==> config.mk <==
export PLATFORM = sky130hd
export DESIGN_NAME = div_iter_unit
export DESIGN_NICKNAME = d
export VERILOG_FILES = /design/src/rtl/div_iter_unit_pkg.sv /design/src/rtl/div_iter_step.sv /design/src/rtl/div_iter_unit.sv
export SDC_FILE = /design/constraint.sdc
export NUM_CORES = 1
export LEC_CHECK = 0
export ABC_AREA = 1
export CAP_MARGIN = 5
export CORE_UTILIZATION = 46
export CTS_BUF_LIST = sky130_fd_sc_hd__clkbuf_4
export DETAILED_ROUTE_END_ITERATION = 10
export PLACE_DENSITY_LB_ADDON = 0.15
export SLEW_MARGIN = 20
export SYNTH_ARGS = -nofsm -noshare
export SYNTH_HDL_FRONTEND = slang
export SYNTH_SLANG_ARGS = --single-unit
==> constraint.sdc <==
create_clock -name clk -period 4.7 [get_ports clk]
set_clock_uncertainty 0.2 [all_clocks]
set_input_delay 1.175 -clock clk [delete_from_list [all_inputs] [get_ports clk]]
set_output_delay 1.175 -clock clk [all_outputs]
set_load 0.01 [all_outputs]
==> src/rtl/div_iter_unit_pkg.sv <==
// Shared constants and state encoding for the iterative EX-stage divider.
package div_iter_unit_pkg;

    localparam int DIV_WIDTH   = 32;
    localparam int DIV_LATENCY = DIV_WIDTH + 1;

    typedef enum logic [1:0] {
        DIV_IDLE = 2'd0,
        DIV_CALC = 2'd1,
        DIV_DONE = 2'd2
    } div_state_t;

endpackage

==> src/rtl/div_iter_step.sv <==
// One restoring-division step: shift in a dividend bit, trial-subtract, keep or restore.
module div_iter_step #(
    parameter int WIDTH = 32
) (
    input  logic [WIDTH-1:0] i_rem,
    input  logic             i_bit,
    input  logic [WIDTH-1:0] i_divisor,
    output logic [WIDTH-1:0] o_rem,
    output logic             o_q
);

    logic [WIDTH:0] w_shift;
    logic [WIDTH:0] w_diff;

    // The partial remainder is always below the divisor, so WIDTH+1 bits hold the
    // shifted value and the top bit of the difference is the borrow.
    assign w_shift = {i_rem, i_bit};
    assign w_diff  = w_shift - {1'b0, i_divisor};
    assign o_q     = ~w_diff[WIDTH];
    assign o_rem   = o_q ? w_diff[WIDTH-1:0] : w_shift[WIDTH-1:0];

endmodule

==> src/rtl/div_iter_unit.sv <==
// Multi-cycle radix-2 restoring divider (DIV/DIVU) feeding the HI/LO write path.
module div_iter_unit
    import div_iter_unit_pkg::*;
#(
    parameter int WIDTH = DIV_WIDTH,
    parameter int CNT_W = 6
) (
    input  logic             clk,
    input  logic             resetn,
    input  logic             div_start,
    input  logic             div_signed,
    input  logic [WIDTH-1:0] dividend,
    input  logic [WIDTH-1:0] divisor,
    input  logic             div_cancel,
    output logic             div_busy,
    output logic             div_done,
    output logic [WIDTH-1:0] quotient,
    output logic [WIDTH-1:0] remainder
);

    localparam logic [CNT_W-1:0] LAST_CNT = CNT_W'(WIDTH - 1);

    div_state_t       r_state;
    div_state_t       w_next_state;
    logic [CNT_W-1:0] r_cnt;
    logic [WIDTH-1:0] r_rem;
    logic [WIDTH-1:0] r_dvd;
    logic [WIDTH-1:0] r_dvs;
    logic             r_q_neg;
    logic             r_r_neg;
    logic             r_busy;
    logic             r_done;
    logic [WIDTH-1:0] r_quo;
    logic [WIDTH-1:0] r_rmd;

    logic             w_a_neg;
    logic             w_b_neg;
    logic [WIDTH-1:0] w_a_mag;
    logic [WIDTH-1:0] w_b_mag;
    logic [WIDTH-1:0] w_step_rem;
    logic             w_step_q;
    logic [WIDTH-1:0] w_q_raw;
    logic             w_start;
    logic             w_load;

    assign w_a_neg = div_signed & dividend[WIDTH-1];
    assign w_b_neg = div_signed & divisor[WIDTH-1];
    assign w_a_mag = w_a_neg ? -dividend : dividend;
    assign w_b_mag = w_b_neg ? -divisor  : divisor;

    // r_dvd shifts dividend bits out of the top while quotient bits enter at the bottom.
    div_iter_step #(.WIDTH(WIDTH)) u_step (
        .i_rem     (r_rem),
        .i_bit     (r_dvd[WIDTH-1]),
        .i_divisor (r_dvs),
        .o_rem     (w_step_rem),
        .o_q       (w_step_q)
    );

    assign w_q_raw = {r_dvd[WIDTH-2:0], w_step_q};
    assign w_start = (r_state == DIV_IDLE) && (w_next_state == DIV_CALC);
    assign w_load  = (w_next_state == DIV_DONE);

    // NOTE: every output of a combinational block gets a default first so no latch is inferred.
    always_comb begin
        w_next_state = r_state;
        case (r_state)
            DIV_IDLE: if (div_start) w_next_state = DIV_CALC;
            DIV_CALC: if (r_cnt == LAST_CNT) w_next_state = DIV_DONE;
            DIV_DONE: w_next_state = DIV_IDLE;
            default:  w_next_state = DIV_IDLE;
        endcase
        if (div_cancel) w_next_state = DIV_IDLE;
    end

    // NOTE: sequential state uses non-blocking assignments so all registers update together.
    always_ff @(posedge clk or negedge resetn) begin
        if (!resetn) r_state <= DIV_IDLE;
        else         r_state <= w_next_state;
    end

    always_ff @(posedge clk or negedge resetn) begin
        if (!resetn) begin
            r_cnt   <= '0;
            r_rem   <= '0;
            r_dvd   <= '0;
            r_dvs   <= '0;
            r_q_neg <= 1'b0;
            r_r_neg <= 1'b0;
            r_busy  <= 1'b0;
            r_done  <= 1'b0;
            r_quo   <= '0;
            r_rmd   <= '0;
        end else begin
            r_busy <= (w_next_state == DIV_CALC);
            r_done <= w_load;
            if (w_start) begin
                r_cnt   <= '0;
                r_rem   <= '0;
                r_dvd   <= w_a_mag;
                r_dvs   <= w_b_mag;
                // Divide by zero must yield all ones for DIV too, so no quotient negate then.
                r_q_neg <= (w_a_neg ^ w_b_neg) & (w_b_mag != '0);
                r_r_neg <= w_a_neg;
            end else if (r_state == DIV_CALC) begin
                r_cnt <= r_cnt + CNT_W'(1);
                r_rem <= w_step_rem;
                r_dvd <= w_q_raw;
            end
            if (w_load) begin
                r_quo <= r_q_neg ? -w_q_raw    : w_q_raw;
                r_rmd <= r_r_neg ? -w_step_rem : w_step_rem;
            end
        end
    end

    assign div_busy  = r_busy;
    assign div_done  = r_done;
    assign quotient  = r_quo;
    assign remainder = r_rmd;

endmodule

==> results.yml <==
power_and_ir_drop:
  p_per_area_mw_per_mm2: 624
  power_mw: 9.26
  power.leakage_nw: 7.42
  peakVddDrop_mv: 0.300
placed_design:
  hpwlAfterDp_um: 32300
  gp_congestion: 0.956
  portBuffers: 134
layout:
  final_cell_mix: "589 x nand2_1, 266 x inv_1, 172 x dfrtp_1"
  final_common_cell: "nand2_1"
  syn2layout_area_growth_pct: 15.4
  fillers: 2812
  register_area_mm2: 0.00430
  nets: 2147
  drive_gt1_share_pct: 5.70
  multi_input_area_mm2: 0.00725
floorplan:
  io_pins: 135
  initial_core_util_pct: 47.4
  rows: 60
  die_h_um: 169
  die_area_mm2: 0.0286
  die_w_um: 169
  coreArea_mm2: 0.0272
timing:
  finalCritPeriodShare_pct: 85.2
  drv_slew: 0
  finalHoldViolations: 0
  relSlewSlack_pct: 27.8
  rsz0062_at_grt: "false"
  holdWs_ps: 301
  period_needed_ps: 4010
  tns_ps: 0
  setup_viol: 0
  tightest_slew_ps: 1080
  max_freq_mhz: 250
synth:
  netlist_area_mm2: 0.0129
  synth_largest_area_cell: "dfrtp_1"
  async_flop_share_pct: 100
  synth_seq_cells: 172
  yosysWarnings: 0
  synth.distinct_cells: 46
  synth-edff-count: 0
  syn_inst: 1929
  synthFlopType: "dfrtp_1"
  synth_top_area_share_pct: 33.4
  synth_area_leaders: "dfrtp_1 33%, nand2_1 17%, inv_1 7.8%"
  yosysSeqAreaShare_pct: 33.4
  post_synth.cell_area_avg_um2: 6.67
  synth.net_count: 2036
cts:
  cts-root-buf: "clkbuf_4"
  clkLatencyLatePin_ps: 620
  clock-sinks: 172
  path_clk_slew_ps: 160
  postCtsSetupBuffers: 0
  cts_resized: 0
  cts_hold_buf: 0
  cts_buffers: 17
  cts_tree: "yes"
  clockBufferDepth: 2
  htreeDepth: 4
global_routing:
  grt_pass1_wl_um: 67200
  gr-total-overflow: 0
  grt_pass1_vias: 12296
  track_usage_pct: 30.0
  grt_use_met1_pct: 42.6
  grt_antenna_before_repair: 2
  grt_use_met3_pct: 3.71
  grt_max_degree: 75
  grt.busiest_layer: "met2"
  met2_usage_pct: 47.7
critical_path:
  startpoint: "r_dvs[0]"
  r2r_setup_slack_ps: 690
  worstSetupEndpoint: "quotient[28]"
  timing.rr.start: "r_dvs[0]"
  cpPeakStageDelay_ps: 450
  worstPathCellList: "ha_1 -> fa_1 -> inv_1 -> nand2_1 -> nand2_1 -> nand3_1 -> nand2_1 -> nand2_1 -> nand2_2 -> nand2_4 -> nand2_4 -> nand2_4 -> nand2_4 -> ha_1 -> nand4_1 -> nor3_1 -> buf_4 -> nand3_1 -> o31ai_1 -> o21ai_0 -> xor2_1 -> o21ai_0"
  r2r_end: "quotient[28]"
  critical_path_class: "reg -> reg"
  critPathArrivalTime_ps: 4340
  cp.required_ps: 5030
  start_kind: "flop"
  worstPathMaxFanout: 6
  slowest_stage: "fa_1"
  rr_worst_depth: 22
  worstSetupEndpointType: "flop"
detailed_routing:
  first_pass_iters: 7
  routed_wl_um: 41100
  drtIter0Drc: 1217
  post_drt_wl_per_cell_um: 16.9
  vias_per_cell: 5.38
  postRouteAntennaNets: 0
  route.vias.total: 13061
  route.detailed.drc: 0
worst_hold_path:
  hold_class: "reg -> reg"
  whs_path_depth: 2
status:
  status: "complete, no violations"
job:
  max_cap_violations: 0
## where the power goes
| part | total [mW] | switching [mW] | internal, mW |
|---|---|---|---|
| registers | 2.09 | 0.309 | 1.78 |
| clock network | 0.888 | 0.639 | 0.249 |
| logic | 6.28 | 4.33 | 1.95 |
| total | 9.26 | 5.28 | 3.98 |
## synthesized netlist by cell type, types with 20 or more instances
| cell type | n |
|---|---|
| xor2_1 | 66 |
| nand4_1 | 25 |
| nand3_1 | 157 |
| o21ai_0 | 121 |
| nor3_1 | 26 |
| clkbuf_1 | 43 |
| ha_1 | 37 |
| xnor2_1 | 22 |
| o221ai_1 | 29 |
| inv_1 | 268 |
| dfrtp_1 | 172 |
| nand2_2 | 20 |
| nand2_1 | 589 |
| o22ai_1 | 28 |
| nor2_1 | 167 |
| a21oi_1 | 38 |
## how the worst min path moves through the flow
stage / start / to
after detailed placement: remainder[3] / remainder[3]
after floorplan: r_dvd[31] / r_dvd[31]
after global routing: r_dvs[15] / r_dvs[15]
after CTS: remainder[3] / remainder[3]
after global placement: remainder[19] / remainder[19]
final: remainder[5] / remainder[5]
## registers in the layout, indices dropped and copies added, names as in the netlist
register and cells:
div_busy 1, div_done 1, quotient 32, r_cnt 6, r_dvd 32, r_dvs 32
r_q_neg 1, r_r_neg 1, r_rem 32, r_state 2, remainder 32
## area by class of cell
| cell class | instances | share of cell area, % |
|---|---|---|
| Clock buffer | 18 | 0.910 |
| Inverter | 276 | 6.98 |
| Clock inverter | 14 | 0.952 |
| Multi-Input combinational cell | 1421 | 48.8 |
| Tap cell | 372 | 3.13 |
| Timing Repair Buffer | 152 | 10.2 |
| Sequential cell | 172 | 29.0 |
| Antenna cell | 1 | 0.0168 |
## layer usage
metal | vias up | share of wire [%]
li1 | 6430 | -
met3 | 76 | 5.7
met2 | 467 | 45
met1 | 6086 | 46
met4 | 2 | 2.8
met5 | - | 0.022
## critical path: cells and delay by family (launching register included)
family / cells / cell delay, ps
adder cells (fa/ha/maj): 3 / 860
AND/OR/NAND/NOR: 13 / 1340
buffers and inverters: 2 / 290
AO/OA/AOI/OAI: 3 / 680
flip-flops: 1 / 420
XOR/XNOR: 1 / 170
## kinds of logic after synthesis
family	share of synthesized area, %
xor+xnor	5.99
fa+ha+maj	3.75
buf+inv	10.3
compound gates	12.2
simple gates	34.3
flops	33.4
## stage by stage
stage | util [%] | cells | setup WS, ps | area (um2)
global placement | 53.6 | 2393 | 517 | 14600
CTS | 54.6 | 2425 | 680 | 14800
finish | 54.7 | 2426 | 694 | 14900
floorplan | - | 1929 | 938 | 12900
global route | 54.7 | 2426 | 404 | 14900
detailed placement | 53.6 | 2393 | 444 | 14600
(Power assumes the default switching activity.)
